<file path="src/rtl/lc3b_types.sv">
// Shared LC-3b types and constants for the register/condition-code scoreboard.
package lc3b_types;

    // Scoreboard entry index: 0..7 are R0..R7, 8 is the NZP condition codes.
    typedef logic [3:0] lc3b_sb_idx;

    localparam int SB_CC_IDX  = 8;
    localparam int SB_ENTRIES = 9;

    // One bit per scoreboard entry.
    typedef logic [SB_ENTRIES-1:0] lc3b_sb_vec;

    // Per-entry net change in one cycle: -2..+1.
    typedef logic signed [2:0] lc3b_sb_delta;

    // Combine one increment and two decrements into a single signed delta.
    function automatic lc3b_sb_delta sb_delta(input logic inc, input logic dec_a, input logic dec_b);
        lc3b_sb_delta d;
        d = $signed({2'b00, inc}) - $signed({2'b00, dec_a}) - $signed({2'b00, dec_b});
        return d;
    endfunction

endpackage

</file>
<file path="src/rtl/sb_counter.sv">
// One saturating in-flight counter. Applies a signed delta each cycle,
// clamps to [0, 2**CNT_W-1] and flags any clamp as an overflow/underflow.
module sb_counter
    import lc3b_types::*;
#(
    parameter int CNT_W = 2
) (
    input  logic             clk,
    input  logic             reset_n,
    input  lc3b_sb_delta     delta,
    output logic [CNT_W-1:0] cnt,
    output logic             flag
);

    // Two spare bits: one for the +1 headroom, one for the sign.
    localparam int SUM_W = CNT_W + 2;
    localparam logic signed [SUM_W-1:0] CNT_MAX = SUM_W'((1 << CNT_W) - 1);

    logic [CNT_W-1:0]        cnt_reg;
    logic [CNT_W-1:0]        cnt_next;
    logic signed [SUM_W-1:0] delta_ext;
    logic signed [SUM_W-1:0] sum;

    // Next count: add the delta, then clamp into range and report any clamp.
    always_comb begin
        delta_ext = SUM_W'(delta);
        sum       = $signed({2'b00, cnt_reg}) + delta_ext;
        cnt_next  = sum[CNT_W-1:0];
        flag      = 1'b0;
        if (sum > CNT_MAX) begin
            cnt_next = CNT_MAX[CNT_W-1:0];
            flag     = 1'b1;
        end else if (sum < 0) begin
            cnt_next = '0;
            flag     = 1'b1;
        end
    end

    // Counter state register.
    always_ff @(posedge clk or negedge reset_n) begin
        if (!reset_n) begin
            cnt_reg <= '0;
        end else begin
            cnt_reg <= cnt_next;
        end
    end

    assign cnt = cnt_reg;

endmodule

</file>
<file path="src/rtl/reg_scoreboard.sv">
// RAW scoreboard for R0..R7 and NZP. Counts in-flight writers per entry from
// issue into EX until WB retirement or squash, and stalls decode while any
// source it reads still has an outstanding writer.
module reg_scoreboard
    import lc3b_types::*;
#(
    parameter bit WB_BYPASS = 1'b1,
    parameter int CNT_W     = 2
) (
    input  logic       clk,
    input  logic       reset_n,
    input  logic       decode_valid,
    input  logic [2:0] sr1,
    input  logic [2:0] sr2,
    input  logic       sr1_used,
    input  logic       sr2_used,
    input  logic       cc_used,
    input  logic [2:0] dr,
    input  logic       dr_used,
    input  logic       sets_cc,
    input  logic       load_ex,
    input  logic       wb_valid,
    input  logic [2:0] wb_dr,
    input  logic       wb_dr_used,
    input  logic       wb_sets_cc,
    input  logic       sq_valid,
    input  logic [2:0] sq_dr,
    input  logic       sq_dr_used,
    input  logic       sq_sets_cc,
    output logic       dep_stall,
    output logic [8:0] busy,
    output logic       sb_error
);

    logic [CNT_W-1:0] cnt [SB_ENTRIES];
    lc3b_sb_vec       busy_vec;
    lc3b_sb_vec       hot;
    lc3b_sb_vec       flag_vec;
    lc3b_sb_vec       issue_hit;
    lc3b_sb_vec       retire_hit;
    lc3b_sb_vec       squash_hit;
    logic             issue;
    logic             sb_error_reg;

    // Hazard check uses pre-issue state, so an instruction never stalls on itself.
    assign dep_stall = decode_valid & ((sr1_used & hot[{1'b0, sr1}])
                                     | (sr2_used & hot[{1'b0, sr2}])
                                     | (cc_used  & hot[SB_CC_IDX]));

    assign issue = decode_valid & load_ex & ~dep_stall;

    genvar gi;
    generate
        for (gi = 0; gi < SB_ENTRIES; gi++) begin : g_entry
            // Which write sets touch this entry (NZP entry keys off the cc flags).
            assign issue_hit[gi]  = (gi == SB_CC_IDX) ? sets_cc
                                  : (dr_used && ({1'b0, dr} == lc3b_sb_idx'(gi)));
            assign retire_hit[gi] = wb_valid & ((gi == SB_CC_IDX) ? wb_sets_cc
                                  : (wb_dr_used && ({1'b0, wb_dr} == lc3b_sb_idx'(gi))));
            assign squash_hit[gi] = sq_valid & ((gi == SB_CC_IDX) ? sq_sets_cc
                                  : (sq_dr_used && ({1'b0, sq_dr} == lc3b_sb_idx'(gi))));

            sb_counter #(
                .CNT_W (CNT_W)
            ) u_cnt (
                .clk     (clk),
                .reset_n (reset_n),
                .delta   (sb_delta(issue & issue_hit[gi], retire_hit[gi], squash_hit[gi])),
                .cnt     (cnt[gi]),
                .flag    (flag_vec[gi])
            );

            assign busy_vec[gi] = |cnt[gi];

            // With write-through, the last writer retiring this cycle no longer blocks a reader.
            if (WB_BYPASS) begin : g_bypass
                assign hot[gi] = busy_vec[gi] & ~((cnt[gi] == CNT_W'(1)) & retire_hit[gi]);
            end else begin : g_no_bypass
                assign hot[gi] = busy_vec[gi];
            end
        end
    endgenerate

    // Sticky error: any counter clamp since reset.
    always_ff @(posedge clk or negedge reset_n) begin
        if (!reset_n) begin
            sb_error_reg <= 1'b0;
        end else if (|flag_vec) begin
            sb_error_reg <= 1'b1;
        end
    end

    assign busy     = busy_vec;
    assign sb_error = sb_error_reg;

endmodule

</file>
<file path="config.mk">
export PLATFORM = sky130hd
export DESIGN_NAME = reg_scoreboard
export DESIGN_NICKNAME = d
export VERILOG_FILES = /design/src/rtl/lc3b_types.sv /design/src/rtl/sb_counter.sv /design/src/rtl/reg_scoreboard.sv
export SDC_FILE = /design/constraint.sdc
export NUM_CORES = 1
export LEC_CHECK = 0
export CORE_ASPECT_RATIO = 2
export CORE_MARGIN = 2
export CORE_UTILIZATION = 55
export DETAILED_ROUTE_END_ITERATION = 16
export HOLD_SLACK_MARGIN = 0.05
export PLACE_DENSITY_LB_ADDON = 0.05
export SYNTH_ARGS = -nofsm -noshare
export SYNTH_HDL_FRONTEND = slang
export SYNTH_SLANG_ARGS = --single-unit
</file>
<file path="constraint.sdc">
create_clock -name clk -period 4.38 [get_ports clk]
set_input_delay 0.438 -clock clk [delete_from_list [all_inputs] [get_ports clk]]
set_output_delay 0.438 -clock clk [all_outputs]
set_load 0.02 [all_outputs]
</file>
==> metrics.txt <==
ANT nets after route 0; FMAX 252 MHz; drt via density 5.70; Synth Instances 321; DRT Wirelength 6.81 mm; Worst Path Max Fanout 7; Layout Area Growth over Synthesis 22.4%; Rows 35; Synth warnings 0; cell accounting for the most synthesized area dfrtp_1; P per Cell Area 352 nW/µm²; initial antenna violation count 0; synthesized area per cell 8.15 µm²; H-Tree Depth 1; fin cells 428; post-route setup TNS 0 ns; Reg clk slew, reported paths 0.08 ns; status finished clean; max reg flops 18; Worst Path Arrival 4.11 ns; Synth Register Bits 19; area fraction of the dominant cell type after synthesis 0.182; largest net degree at the start of global routing 20; Max VDD drop 0.000280 V; crit path time final 3.97 ns; GPL Wtd Cong 0.970; sequential fraction of the synthesis area 0.182; cts bufs inserted 3; Die Wd 52.8 µm; Hold WC Path Type register to register; distinct cell type count of the synthesized netlist 42; Core Area 4600 µm²; largest family of logic cells by synthesized area adder cells; Area contributors post-synth dfrtp_1 18%, ha_1 17%, fa_1 14%; Max Cap Viol 0; die height 102 µm; period utilization 0.907; Inst Count DP 424; Leak 1.43 nW; Synth Area in Adders 0.310; wl on met1 2.59 mm; total grt overflow 0; WL per Instance 15.9 µm; Hold WS 0.575 ns; most frequent cells in the layout 84 x inv_1, 40 x clkdlybuf4s50_1, 36 x ha_1; IO Count 41; vias in the first global route 2543; CTS Hold Bufs 0; clk_lat worst skew 0.26 ns; CP Capture Type register; DRT Pass-1 Iters 4; cell area after layout 3200 µm²; worst clock skew 0.00558 ns; worst-margin pin slew 0.982 ns; commonest non-fill, non-tap cell in the layout inv_1; Layout Nets 458; Slew Limit Headroom 0.343; global-route wire length before repair 11.3 mm; Synth Area in XOR/XNOR 0.0301; post-synthesis net count 405; Synth Area in Simple Gates 0.206; Fin. Hold Viols 0; DR vias 2441; highest metal used met4; DRC viols 0; ant diodes 0; GRT Total Usage 0.283; Root Driver clkbuf_8; critical setup path kind input port to register; Starting Density 0.569; layout cells sized above 1 0.0751; Final Max Tran Viols 0; dpl hpwl 5.79 mm; Critical Path Source Type input port; mux share of post-synthesis cell area 0; Critical Path RT 4.51 ns; CTS Sinks 19; CTS max path bufs 2; Placement Cell Area 3150 µm²; DR WL met2 3.69 mm; complex-gate fraction of the synthesized area 0.148; DR iter-0 viols 63; met3 routed WL 196 µm; Die Area 5360 µm²; CTS tree done; setup violators final 0; port buffer count 40; mapped cell area 2620 µm²; RSZ-0062 raised after global routing false
[cells in the mapped netlist]
library cell,n
a2111oi_0,1
and4_1,1
nand4_1,8
or3b_1,1
o211ai_2,2
a22oi_1,1
o21ai_0,4
o211ai_1,2
nor3_1,12
o311ai_1,2
nor4_1,6
nand2_1,9
and4b_1,1
a21boi_0,1
and2_1,2
a21oi_1,14
nand2b_1,8
o31ai_1,5
or3_1,2
a2111oi_1,1
a31oi_1,11
o311ai_0,3
ha_1,36
a221oi_1,1
nand3_1,9
nand4bb_1,1
dfrtp_1,19
nor4b_1,1
or2_2,9
o2111a_1,1
fa_1,18
o211a_1,1
xor2_1,5
inv_1,84
o41ai_2,1
xnor2_1,4
nor3b_1,1
and3_1,1
buf_2,2
nor2_1,26
o41ai_4,1
nand3b_1,3
[critical path: stages]
cell and delay, ns:
clkdlybuf4s50_1 0.52, buf_4 0.19, o41ai_2 0.46, a22oi_1 0.23, a2111oi_2 0.46, nand3_1 0.16
ha_1 0.29, inv_1 0.06, ha_1 0.16, inv_1 0.06, fa_1 0.38, xnor2_1 0.26
nand4_1 0.11, nor4_1 0.20, nand4_1 0.12
[where the power goes]
| part | total [mW] | internal, mW | switching (mW) |
|---|---|---|---|
| Combinational | 0.675 | 0.302 | 0.373 |
| Sequential | 0.324 | 0.241 | 0.0822 |
| Clock | 0.130 | 0.0634 | 0.0663 |
| Total | 1.13 | 0.607 | 0.522 |
[layout make-up]
type                       instances  area, µm²
fill                             389       1400
clock buffer                       3       41.3
inverter                          84        315
timing repair buffer              50        475
multi-input combinational        216       1820
clock inverter                     1       5.00
sequential                        19        475
tap                               55       68.8
[worst paths after layout]
path                                                    from                                 to  slack (ns)  cells past startpoint
setup / recovery                                    wb_dr[1]               sb_error$_DFFE_PN0P_        0.41                     15
hold / removal                          sb_error$_DFFE_PN0P_               sb_error$_DFFE_PN0P_        0.57                      2
setup reg to reg           g_entry[6].u_cnt.cnt[1]$_DFF_PN0_               sb_error$_DFFE_PN0P_        0.82                     15
hold reg to reg                         sb_error$_DFFE_PN0P_               sb_error$_DFFE_PN0P_        0.57                      2
max in group asynchronous                            reset_n  g_entry[0].u_cnt.cnt[1]$_DFF_PN0_        3.07                      1
min in group asynchronous                            reset_n  g_entry[2].u_cnt.cnt[0]$_DFF_PN0_        0.71                      1
[through the flow]
step                power [mW]  utilization  worst slack, ns
finish                    1.13        0.697            0.407
global route              1.24        0.697            0.114
CTS                       1.14        0.696            0.316
detailed placement       0.999        0.685           0.0541
global placement         0.977        0.685            0.135
floorplan                0.748            -            0.937
[per-layer routing]
layer,global-route usage,vias to the layer above
met2,0.536,69
met5,0,-
li1,-,1186
met4,0.138,0
met1,0.298,1163
met3,0.0206,23
[logic make-up after synthesis]
logic type               count (synthesis)
flip-flops                              19
buffers and inverters                   86
XOR/XNOR                                 9
AO/OA/AOI/OAI                           52
AND/OR/NAND/NOR                        101
adder cells (fa/ha/maj)                 54
[what timing repair did]
| item | CTS | global route |
|---|---|---|
| setup buffers | 0 | 0 |
| gates resized for setup | 0 | 2 |
| setup endpoints to repair | 0 | 1 |
Note: power is estimated with default switching activity, not from simulation.
